`config.mk`:
```
export PLATFORM = sky130hd
export DESIGN_NAME = maj_route_pipe_flat
export DESIGN_NICKNAME = d
export VERILOG_FILES = /design/src/rtl/maj_route_pkg.sv /design/src/rtl/maj_route_if.sv /design/src/rtl/maj_route_core.sv /design/src/rtl/maj_route_pipe.sv /design/src/flat_wrapper.sv
export SDC_FILE = /design/constraint.sdc
export NUM_CORES = 1
export LEC_CHECK = 0
export ABC_AREA = 0
export BUFFER_PORTS_ARGS = -buffer_cell sky130_fd_sc_hd__buf_2
export CELL_PAD_IN_SITES_DETAIL_PLACEMENT = 1
export CELL_PAD_IN_SITES_GLOBAL_PLACEMENT = 2
export CORE_UTILIZATION = 32
export DETAILED_ROUTE_END_ITERATION = 7
export PLACE_DENSITY = 0.89
export SYNTH_ARGS = -nofsm -noshare
export SYNTH_HDL_FRONTEND = slang
export SYNTH_SLANG_ARGS = --single-unit
```
`constraint.sdc`:
```
create_clock -name clk -period 1.4 [get_ports clk]
set_input_delay 0.07 -clock clk [delete_from_list [all_inputs] [get_ports clk]]
set_output_delay 0.07 -clock clk [all_outputs]
set_load 0.01 [all_outputs]
```
`src/rtl/maj_route_pkg.sv`:
```
// Shared types for the majority/route pipeline: mode encoding,
// stage payload and the 3-input bitwise majority helper.
package maj_route_pkg;

  // Payload is sized for the widest legal build; narrower builds
  // leave the upper bits at zero and synthesis trims them.
  localparam int MAX_W  = 64;
  localparam int MAX_IW = 4;

  typedef enum logic [1:0] {
    MODE_PRI  = 2'd0,
    MODE_IDX  = 2'd1,
    MODE_MAJ3 = 2'd2,
    MODE_MAJN = 2'd3
  } mode_e;

  typedef struct packed {
    logic [MAX_W-1:0]  data;
    logic              hit;
    logic [MAX_IW-1:0] idx;
  } payload_t;

  function automatic logic [MAX_W-1:0] maj3(
    input logic [MAX_W-1:0] a,
    input logic [MAX_W-1:0] b,
    input logic [MAX_W-1:0] c
  );
    return (a & b) | (a & c) | (b & c);
  endfunction

endpackage

```
`src/rtl/maj_route_if.sv`:
```
// Beat interface: input beat (valid/ready + mode/select/data) and
// output beat (valid/ready + data/hit/idx) plus the hit counter.
interface maj_route_if #(
  parameter int CHANNELS = 4,
  parameter int WIDTH    = 8,
  parameter int CNT_W    = 16
);
  localparam int IW = $clog2(CHANNELS);

  logic                      in_valid;
  logic                      in_ready;
  logic [1:0]                mode;
  logic [IW-1:0]             sel_idx;
  logic [CHANNELS-1:0]       ch_en;
  logic [CHANNELS*WIDTH-1:0] ch_data;
  logic [1:0]                inhibit;
  logic                      out_valid;
  logic                      out_ready;
  logic [WIDTH-1:0]          out_data;
  logic                      out_hit;
  logic [IW-1:0]             out_idx;
  logic [CNT_W-1:0]          hit_cnt;

  modport master (
    output in_valid, mode, sel_idx, ch_en,
    output ch_data, inhibit, out_ready,
    input  in_ready, out_valid, out_data,
    input  out_hit, out_idx, hit_cnt
  );

  modport slave (
    input  in_valid, mode, sel_idx, ch_en,
    input  ch_data, inhibit, out_ready,
    output in_ready, out_valid, out_data,
    output out_hit, out_idx, hit_cnt
  );
endinterface

```
`src/rtl/maj_route_core.sv`:
```
// Combinational mode decode: priority / indexed / maj3 / majN select
// with inhibit masking; emits one stage payload.
module maj_route_core
  import maj_route_pkg::*;
#(
  parameter int CHANNELS = 4,
  parameter int WIDTH    = 8
) (
  input  logic [1:0]                 mode,
  input  logic [$clog2(CHANNELS)-1:0] sel_idx,
  input  logic [CHANNELS-1:0]        ch_en,
  input  logic [CHANNELS*WIDTH-1:0]  ch_data,
  input  logic [1:0]                 inhibit,
  output payload_t                   pl
);
  localparam int IW = $clog2(CHANNELS);
  localparam logic [4:0] HALF = 5'(CHANNELS / 2);

  mode_e            m;
  logic [WIDTH-1:0] w [CHANNELS];

  logic [WIDTH-1:0] pri_d, idx_d, mjn_d;
  logic [IW-1:0]    pri_i;
  logic             pri_h, idx_h;
  logic [4:0]       votes;

  logic [MAX_W-1:0] res_d;
  logic             res_h;
  logic [IW-1:0]    res_i;

  assign m = mode_e'(mode);

  for (genvar i = 0; i < CHANNELS; i++) begin : g_w
    assign w[i] = ch_data[i*WIDTH +: WIDTH];
  end

  // Walk downward so the lowest enabled channel wins.
  always_comb begin
    pri_h = 1'b0;
    pri_i = '0;
    pri_d = '0;
    for (int i = CHANNELS-1; i >= 0; i--) begin
      if (ch_en[i]) begin
        pri_h = 1'b1;
        pri_i = IW'(i);
        pri_d = w[i];
      end
    end
  end

  // Equality scan also rejects sel_idx values past the last channel.
  always_comb begin
    idx_h = 1'b0;
    idx_d = '0;
    for (int i = 0; i < CHANNELS; i++) begin
      if (sel_idx == IW'(i) && ch_en[i]) begin
        idx_h = 1'b1;
        idx_d = w[i];
      end
    end
  end

  // Threshold is a strict majority of all channels, not of enabled ones.
  always_comb begin
    mjn_d = '0;
    votes = '0;
    for (int b = 0; b < WIDTH; b++) begin
      votes = '0;
      for (int i = 0; i < CHANNELS; i++)
        votes = votes + 5'(ch_en[i] & w[i][b]);
      mjn_d[b] = votes > HALF;
    end
  end

  always_comb begin
    res_d = '0;
    res_h = 1'b0;
    res_i = '0;
    unique case (1'b1)
      m == MODE_PRI: begin
        res_d = MAX_W'(pri_d);
        res_h = pri_h;
        res_i = pri_i;
      end
      m == MODE_IDX: begin
        res_d = MAX_W'(idx_d);
        res_h = idx_h;
        res_i = idx_h ? sel_idx : '0;
      end
      m == MODE_MAJ3: begin
        res_d = maj3(MAX_W'(w[0] & {WIDTH{ch_en[0]}}),
                     MAX_W'(w[1] & {WIDTH{ch_en[1]}}),
                     MAX_W'(w[2] & {WIDTH{ch_en[2]}}));
        res_h = |ch_en[2:0];
      end
      m == MODE_MAJN: begin
        res_d = MAX_W'(mjn_d);
        res_h = |ch_en;
      end
    endcase
  end

  // Inhibit clears data/hit but keeps the would-be channel index.
  always_comb begin
    pl.data = (|inhibit) ? '0 : res_d;
    pl.hit  = res_h & ~|inhibit;
    pl.idx  = MAX_IW'(res_i);
  end

endmodule

```
`src/rtl/maj_route_pipe.sv`:
```
// Elastic STAGES-deep valid/ready pipeline around maj_route_core,
// with a saturating count of delivered hit beats.
module maj_route_pipe
  import maj_route_pkg::*;
#(
  parameter int CHANNELS = 4,
  parameter int WIDTH    = 8,
  parameter int STAGES   = 2,
  parameter int CNT_W    = 16
) (
  input  logic        clk,
  input  logic        rst_n,
  maj_route_if.slave  io
);
  localparam int IW = $clog2(CHANNELS);

  payload_t          pl;
  payload_t          st_q [STAGES];
  logic [STAGES-1:0] v_q;
  logic [STAGES-1:0] adv;
  logic [CNT_W-1:0]  hit_q;
  logic              in_rdy;
  logic              in_fire;
  logic              out_fire;
  logic              unused_hi;

  maj_route_core #(
    .CHANNELS (CHANNELS),
    .WIDTH    (WIDTH)
  ) u_core (
    .mode    (io.mode),
    .sel_idx (io.sel_idx),
    .ch_en   (io.ch_en),
    .ch_data (io.ch_data),
    .inhibit (io.inhibit),
    .pl      (pl)
  );

  // Advance ripples back from the output; never looks at in_valid.
  always_comb begin
    adv = '0;
    adv[STAGES-1] = v_q[STAGES-1] & io.out_ready;
    for (int k = STAGES-2; k >= 0; k--)
      adv[k] = v_q[k] & (~v_q[k+1] | adv[k+1]);
  end

  assign in_rdy   = ~v_q[0] | adv[0];
  assign in_fire  = io.in_valid & in_rdy;
  assign out_fire = adv[STAGES-1];

  always_ff @(posedge clk or negedge rst_n) begin
    if (!rst_n) begin
      v_q   <= '0;
      hit_q <= '0;
      for (int k = 0; k < STAGES; k++)
        st_q[k] <= '0;
    end else begin
      if (in_fire) begin
        st_q[0] <= pl;
        v_q[0]  <= 1'b1;
      end else if (adv[0]) begin
        v_q[0]  <= 1'b0;
      end
      for (int k = 1; k < STAGES; k++) begin
        if (adv[k-1]) begin
          st_q[k] <= st_q[k-1];
          v_q[k]  <= 1'b1;
        end else if (adv[k]) begin
          v_q[k]  <= 1'b0;
        end
      end
      if (out_fire && st_q[STAGES-1].hit && ~&hit_q)
        hit_q <= hit_q + CNT_W'(1);
    end
  end

  assign io.in_ready  = in_rdy;
  assign io.out_valid = v_q[STAGES-1];
  assign io.out_data  = st_q[STAGES-1].data[WIDTH-1:0];
  assign io.out_hit   = st_q[STAGES-1].hit;
  assign io.out_idx   = st_q[STAGES-1].idx[IW-1:0];
  assign io.hit_cnt   = hit_q;

  assign unused_hi = ^{st_q[STAGES-1].data, st_q[STAGES-1].idx};

endmodule

```
`src/flat_wrapper.sv`:
```
// flat-port wrapper written by rule: the top's interface ports become plain ports
module maj_route_pipe_flat import maj_route_pkg::*;
#(
  parameter int CHANNELS = 4,
  parameter int WIDTH    = 8,
  parameter int STAGES   = 2,
  parameter int CNT_W    = 16
)
  (clk, rst_n, io_in_valid, io_mode, io_sel_idx, io_ch_en, io_ch_data, io_inhibit, io_out_ready, io_in_ready, io_out_valid, io_out_data, io_out_hit, io_out_idx, io_hit_cnt);
  maj_route_if #(.CHANNELS(CHANNELS), .WIDTH(WIDTH), .CNT_W(CNT_W)) io_i ();
  input  logic clk;
  input  logic rst_n;
  input wire logic [$bits(io_i.in_valid)-1:0] io_in_valid;
  input wire logic [$bits(io_i.mode)-1:0] io_mode;
  input wire logic [$bits(io_i.sel_idx)-1:0] io_sel_idx;
  input wire logic [$bits(io_i.ch_en)-1:0] io_ch_en;
  input wire logic [$bits(io_i.ch_data)-1:0] io_ch_data;
  input wire logic [$bits(io_i.inhibit)-1:0] io_inhibit;
  input wire logic [$bits(io_i.out_ready)-1:0] io_out_ready;
  output wire logic [$bits(io_i.in_ready)-1:0] io_in_ready;
  output wire logic [$bits(io_i.out_valid)-1:0] io_out_valid;
  output wire logic [$bits(io_i.out_data)-1:0] io_out_data;
  output wire logic [$bits(io_i.out_hit)-1:0] io_out_hit;
  output wire logic [$bits(io_i.out_idx)-1:0] io_out_idx;
  output wire logic [$bits(io_i.hit_cnt)-1:0] io_hit_cnt;
  assign io_i.in_valid = io_in_valid;
  assign io_i.mode = io_mode;
  assign io_i.sel_idx = io_sel_idx;
  assign io_i.ch_en = io_ch_en;
  assign io_i.ch_data = io_ch_data;
  assign io_i.inhibit = io_inhibit;
  assign io_i.out_ready = io_out_ready;
  assign io_in_ready = io_i.in_ready;
  assign io_out_valid = io_i.out_valid;
  assign io_out_data = io_i.out_data;
  assign io_out_hit = io_i.out_hit;
  assign io_out_idx = io_i.out_idx;
  assign io_hit_cnt = io_i.hit_cnt;
  maj_route_pipe #(.CHANNELS(CHANNELS), .WIDTH(WIDTH), .STAGES(STAGES), .CNT_W(CNT_W)) u_core (.clk(clk), .rst_n(rst_n), .io(io_i));
endmodule
```
==> impl_metrics.env, run 1 <==
export IMPL_gp_congestion=0.855
export IMPL_htreeDepth=2
export IMPL_post_dp_hpwl_mm=9.28
export IMPL_drive_above_1_share_pct=60.1
export IMPL_synthCells=345
export IMPL_io_buffers=74
export IMPL_critPathMaxFanout=2
export IMPL_synth_top_area_share_pct=27.9
export IMPL_grt_ovfl_total=0
export IMPL_placeableCoreArea_mm2=0.0109
export IMPL_synthFlopType="dfrtp_1"
export IMPL_power_density_mw_per_mm2=753
export IMPL_crit_chain="buf_2 > and2_4 > fa_1 > ha_2 > ha_4 > nor3b_1 > o31ai_1 > a211oi_1 > o31ai_1"
export IMPL_cpMostUsedCell="o31ai_1"
export IMPL_grt_total_usage_pct=22.6
export IMPL_clk_latency_ns=0.30
export IMPL_max_slew_margin_pct=71.3
export IMPL_dr_pass1_iters=4
export IMPL_wl_per_cell_um=19.1
export IMPL_wl_met2_mm=6.59
export IMPL_num_vias=3468
export IMPL_yosys_area_top_type="dfrtp_1"
export IMPL_grt_pass1_vias=3846
export IMPL_synth_nets=432
export IMPL_wl_met3_um=541
export IMPL_hold_path_class="input pin to flop"
export IMPL_fin_crit_sh_pct=125
export IMPL_final_area_mm2=0.00562
export IMPL_hold_viol_final=0
export IMPL_wl_met1_mm=5.22
export IMPL_avgSynthCellArea_um2=10.4
export IMPL_place_worst_setup_slack_ns=-0.959
export IMPL_clock_sinks=40
export IMPL_fin_nets=600
export IMPL_yosys_warnings=0
export IMPL_power_w=0.00423
export IMPL_ir_worst_vdd_mv=0.472
export IMPL_cts_buffers=5
export IMPL_placed_cell_area_mm2=0.00489
export IMPL_arrival_ns=1.95
export IMPL_antenna_found_initial=0
export IMPL_start_kind="input pin"
export IMPL_syn_to_final_growth_pct=56.7
export IMPL_fin_ws_ns=-0.351
export IMPL_endpoint_kind="flop"
export IMPL_max_cap_violations=0
export IMPL_p_leak_nw=2.59
export IMPL_rows=38
export IMPL_wl_mm=12.5
export IMPL_grt_first_pass_wirelength_mm=20.0
export IMPL_start_util_pct=33.0
export IMPL_grt_max_degree=24
export IMPL_drtIter0Drc=163
export IMPL_die_area_mm2=0.0116
export IMPL_top_layer_used="met4"
export IMPL_fin_crit_ns=1.75
export IMPL_status="complete, but fails checks"
export IMPL_drtAntennaViolNets=0
export IMPL_die_y_um=108
export IMPL_cts_reportedPaths_clkPinSlew_ns=0.09
export IMPL_cts_root_buf="clkbuf_8"
export IMPL_hold_ws_ns=0.0114
export IMPL_ys_seq_area_share_pct=27.9
export IMPL_timing_fmax_ghz=0.571
export IMPL_skew_ns=0.0122
export IMPL_drc=0
export IMPL_stdcell_count=654
export IMPL_synth_enable_flop_cells=0
export IMPL_slowest_stage="fa_1"
export IMPL_rsz0062_at_grt="yes"
export IMPL_die_x_um=108
export IMPL_dp_cells=632
export IMPL_synth_area_mm2=0.00359
export IMPL_synth_async_sr_flop_share_pct=100
export IMPL_cts_tree="built"
export IMPL_setup_viol=20
export IMPL_n_antenna_cell=0
export IMPL_n_fill_cell=1208
export IMPL_tightest_slew_ns=0.430
export IMPL_worstSetupPathType="input pin to flop"
export IMPL_avgViaCountPerCell=5.30
export IMPL_cts_path_max_buffers=2
export IMPL_pin_count=75
export IMPL_failed_checks="negative setup slack"
export IMPL_max_stage_delay_ns=0.54
export IMPL_netlist_top_cells_area="dfrtp_1 (28%), ha_1 (12%), mux4_2 (5.6%), and2_1 (5.2%), fa_1 (4.5%)"
export IMPL_yosys_register_bits=40
export IMPL_crit_required_ns=1.60
export IMPL_maxSlewViolCount=0
export IMPL_yosysUniqueCellTypes=56
## where the power goes
group	internal [W]	leakage (nW)	switching, W
Combinational	0.000864	2.00	0.000842
Clock	0.000714	0.0654	0.000452
Sequential	0.00128	0.523	0.0000836
Total	0.00286	2.59	0.00138
## sequential cells by signal, summed over array words and instances, names as in the netlist
register / flops
u_core.io.hit_cnt: 16
u_core.st_q: 11
u_core.io.out_data: 8
u_core.io.out_idx: 2
u_core.v_q: 2
u_core.io.out_hit: 1
## final cells by class
cell class | instances | area [µm²] | share of cell area [%]
clock buffer | 6 | 72.6 | 1.29
sequential | 40 | 1010 | 17.9
inverter | 21 | 78.8 | 1.40
timing repair buffer | 188 | 1380 | 24.5
clock inverter | 2 | 60.1 | 1.07
tap | 140 | 175 | 3.12
multi-input combinational | 257 | 2850 | 50.7
## critical path: cells and delay by family
family	cells	cell delay (ns)
adders and majority gates	3	0.94
AOI/OAI and AO/OA	3	0.53
buffers and inverters	1	0.11
and+or+nand+nor	2	0.29
## worst paths after layout
check | startpoint | endpoint | slack (ns) | cells after the start
max | io_ch_data[25] | u_core.st_q[75] | -0.35 | 9
min | io_in_valid | u_core.v_q[0] | 0.01 | 2
max reg2reg | u_core.io.hit_cnt[14] | u_core.io.hit_cnt[1] | -0.12 | 4
min reg2reg | u_core.st_q[73] | u_core.st_q[73] | 0.48 | 1
max in group asynchronous | rst_n | u_core.io.out_data[3] | 0.48 | 3
min in group asynchronous | rst_n | u_core.io.hit_cnt[0] | 0.23 | 2
## metal layers
metal,vias to the layer above,GRT usage (%)
met2,109,41.8
met5,-,0
met4,0,5.87
met1,1744,27.6
li1,1603,-
met3,12,2.54
## Yosys cell counts (2+ instances only)
cell type	count
mux4_2	9
xor2_1	10
a31oi_1	2
nand3_1	7
inv_1	20
xnor2_1	4
and2_1	30
a221oi_1	17
a21oi_1	9
buf_6	3
a211o_1	8
nor2_1	3
nor3_2	2
dfrtp_1	40
a211oi_1	5
nor3_1	12
nor3b_1	8
buf_4	12
ha_1	33
o31ai_1	19
nand4_2	2
buf_1	2
and2_4	2
nand2_1	19
a211oi_2	4
a2111oi_2	4
fa_1	8
nand2b_1	4
o21ai_1	2
mux2_2	11
buf_2	9
## logic make-up after synthesis
logic type | Yosys count | synth area share, %
multiplexers | 22 | 9.69
flip-flops | 40 | 27.9
AND/OR/NAND/NOR | 103 | 18.1
buffers and inverters | 48 | 7.22
AO/OA/AOI/OAI | 77 | 17.7
adder cells (fa/ha/maj) | 41 | 16.0
XOR/XNOR | 14 | 3.42
## layout by cell type, fill, tap and decap left out, types with 16 or more instances in the layout
cell type  count
ha_1          16
nand2_1       18
inv_1         19
dfrtp_1       34
buf_4        101
buf_2         68
a221oi_1      17
and2_4        21
## per-stage QoR
step,TNS [ns],utilization [%]
after floorplan,-4.34,-
after global placement,-6.44,44.9
after detailed placement,-7.62,44.9
after CTS,-4.11,49.6
after global routing,-5.04,51.6
final,-3.29,51.6
## timing repair
item / in CTS / in global routing
gates resized for setup: 54 / 40
cloned: 1 / 1
buffers inserted: 13 / 3
hold endpoints to repair: 17 / 0
hold buffers: 1 / 0
setup endpoints to repair: 21 / 23
pin swaps: 40 / 42
Power figures use the tool's default switching activity.
==> run 2, diff against run 1 <==
--- a/config.mk
+++ b/config.mk
@@ -11,7 +11,7 @@
 export CELL_PAD_IN_SITES_GLOBAL_PLACEMENT = 2
 export CORE_UTILIZATION = 32
 export DETAILED_ROUTE_END_ITERATION = 7
-export PLACE_DENSITY = 0.89
+export PLACE_DENSITY_LB_ADDON = 0.1
 export SYNTH_ARGS = -nofsm -noshare
 export SYNTH_HDL_FRONTEND = slang
 export SYNTH_SLANG_ARGS = --single-unit
==> impl_metrics.env, run 2 (synthesis results as in run 1) <==
export IMPL_status="complete, but fails checks"
export IMPL_failed_checks="negative setup slack"
export IMPL_post_dp_hpwl_mm=8.99
export IMPL_hold_depth=3
export IMPL_start_kind="input pin"
export IMPL_rsz0062_at_grt="yes"
export IMPL_max_cap_violations=0
export IMPL_critPathMaxFanout=7
export IMPL_drtAntennaViolNets=0
export IMPL_wl_per_cell_um=18.6
export IMPL_endpoint_kind="flop"
export IMPL_largest_reg_flops=16
export IMPL_ir_worst_vdd_mv=0.445
export IMPL_clk_latency_ns=0.30
export IMPL_n_antenna_cell=0
export IMPL_maxSlewViolCount=0
export IMPL_fin_nets=611
export IMPL_fin_crit_sh_pct=128
export IMPL_hold_viol_final=0
export IMPL_setup_viol=21
export IMPL_grt_max_degree=27
export IMPL_p_leak_nw=2.65
export IMPL_place_worst_setup_slack_ns=-0.924
export IMPL_clock_sinks=40
export IMPL_tightest_slew_ns=0.452
export IMPL_antenna_found_initial=0
export IMPL_syn_to_final_growth_pct=59.6
export IMPL_gp_congestion=0.843
export IMPL_skew_ns=0.00307
export IMPL_worstSetupPathType="input pin to flop"
export IMPL_avgViaCountPerCell=5.18
export IMPL_hold_path_class="input pin to flop"
export IMPL_fin_ws_ns=-0.399
export IMPL_grt_total_usage_pct=22.5
export IMPL_fin_util_pct=52.6
export IMPL_htreeDepth=2
export IMPL_rows=38
export IMPL_pin_count=75
export IMPL_timing_fmax_ghz=0.556
export IMPL_final_cell_mix="buf_4 (98), buf_2 (71), dfrtp_1 (34)"
export IMPL_drc=0
export IMPL_crit_required_ns=1.60
export IMPL_die_area_mm2=0.0116
export IMPL_max_slew_margin_pct=69.9
export IMPL_placeableCoreArea_mm2=0.0109
export IMPL_cts_tree="built"
export IMPL_grt_pass1_vias=3803
export IMPL_fin_crit_ns=1.80
export IMPL_drtIter0Drc=128
export IMPL_hold_ws_ns=0.105
export IMPL_die_y_um=108
export IMPL_n_fill_cell=1207
export IMPL_start_util_pct=33.0
export IMPL_num_vias=3444
export IMPL_cts_buffers=5
export IMPL_grt_ovfl_total=0
export IMPL_arrival_ns=2.00
export IMPL_cts_reportedPaths_clkPinSlew_ns=0.08
export IMPL_grt_first_pass_wirelength_mm=19.8
export IMPL_wl_mm=12.4
export IMPL_drive_above_1_share_pct=61.0
export IMPL_cts_path_max_buffers=2
export IMPL_cts_root_buf="clkbuf_8"
export IMPL_r2r_cells=4
export IMPL_io_buffers=74
export IMPL_layout_commonest_cell="buf_4"
export IMPL_power_density_mw_per_mm2=693
export IMPL_tns_ns=-3.76
export IMPL_dr_pass1_iters=4
export IMPL_die_x_um=108
==> run 2: final cells by class <==
| class | instances | area (µm²) | share of cell area, % |
|---|---|---|---|
| Clock buffer | 6 | 82.6 | 1.44 |
| Clock inverter | 2 | 10.0 | 0.175 |
| Inverter | 21 | 78.8 | 1.38 |
| Multi-Input combinational cell | 257 | 2850 | 49.8 |
| Sequential cell | 40 | 1010 | 17.6 |
| Tap cell | 140 | 175 | 3.06 |
| Timing Repair Buffer | 199 | 1520 | 26.5 |
==> run 2: metal layers <==
metal / share of wire (%) / routed length, µm / vias to the layer above / global-route usage [%]
met5: 0 / 0 / - / 0
met4: 1.3 / 157 / 0 / 5.58
met3: 2.4 / 293 / 10 / 2.24
met2: 52 / 6400 / 73 / 41.8
met1: 45 / 5520 / 1737 / 27.6
li1: - / - / 1624 / -
==> run 2: timing repair <==
| action | CTS | global route |
|---|---|---|
| pin swaps | 53 | 36 |
| setup buffers | 15 | 6 |
| setup endpoints to repair | 23 | 25 |
| hold buffers | 2 | 0 |
| endpoints found under the hold margin | 15 | 0 |
| resized for setup | 61 | 39 |
==> run 2: worst paths after layout <==
| kind | from | end | slack [ns] |
|---|---|---|---|
| worst max-delay path | io_ch_en[3] | u_core.st_q[78] | -0.40 |
| worst min-delay path | io_mode[1] | u_core.st_q[70] | 0.10 |
| worst min register to register | u_core.st_q[70] | u_core.st_q[70] | 0.48 |
| min in group asynchronous | rst_n | u_core.io.out_data[7] | 0.24 |
| worst max register to register | u_core.io.hit_cnt[12] | u_core.io.hit_cnt[1] | -0.17 |
| max in group asynchronous | rst_n | u_core.io.hit_cnt[2] | 0.65 |
==> run 2: metrics by stage <==
step                instance area [µm²]  power [W]  cells
finish                             5730    0.00397    665
global route                       5730    0.00423    665
CTS                                5480    0.00388    659
detailed placement                 4960    0.00289    635
global placement                   4960    0.00284    635
floorplan                          3730    0.00218    345
==> run 2: power by group <==
group          internal (W)  leakage [nW]  switching (W)
Sequential          0.00128         0.523      0.0000845
Clock              0.000394        0.0510       0.000439
Combinational      0.000936          2.08       0.000838
Total               0.00261          2.65        0.00136
==> run 2: critical path: stages <==
cell      delay (ns)
buf_12          0.12
buf_6           0.11
and2_4          0.13
fa_1            0.54
ha_2            0.20
ha_4            0.19
nor3b_4         0.14
o31ai_2         0.22
a211oi_2        0.05
o31ai_1         0.23
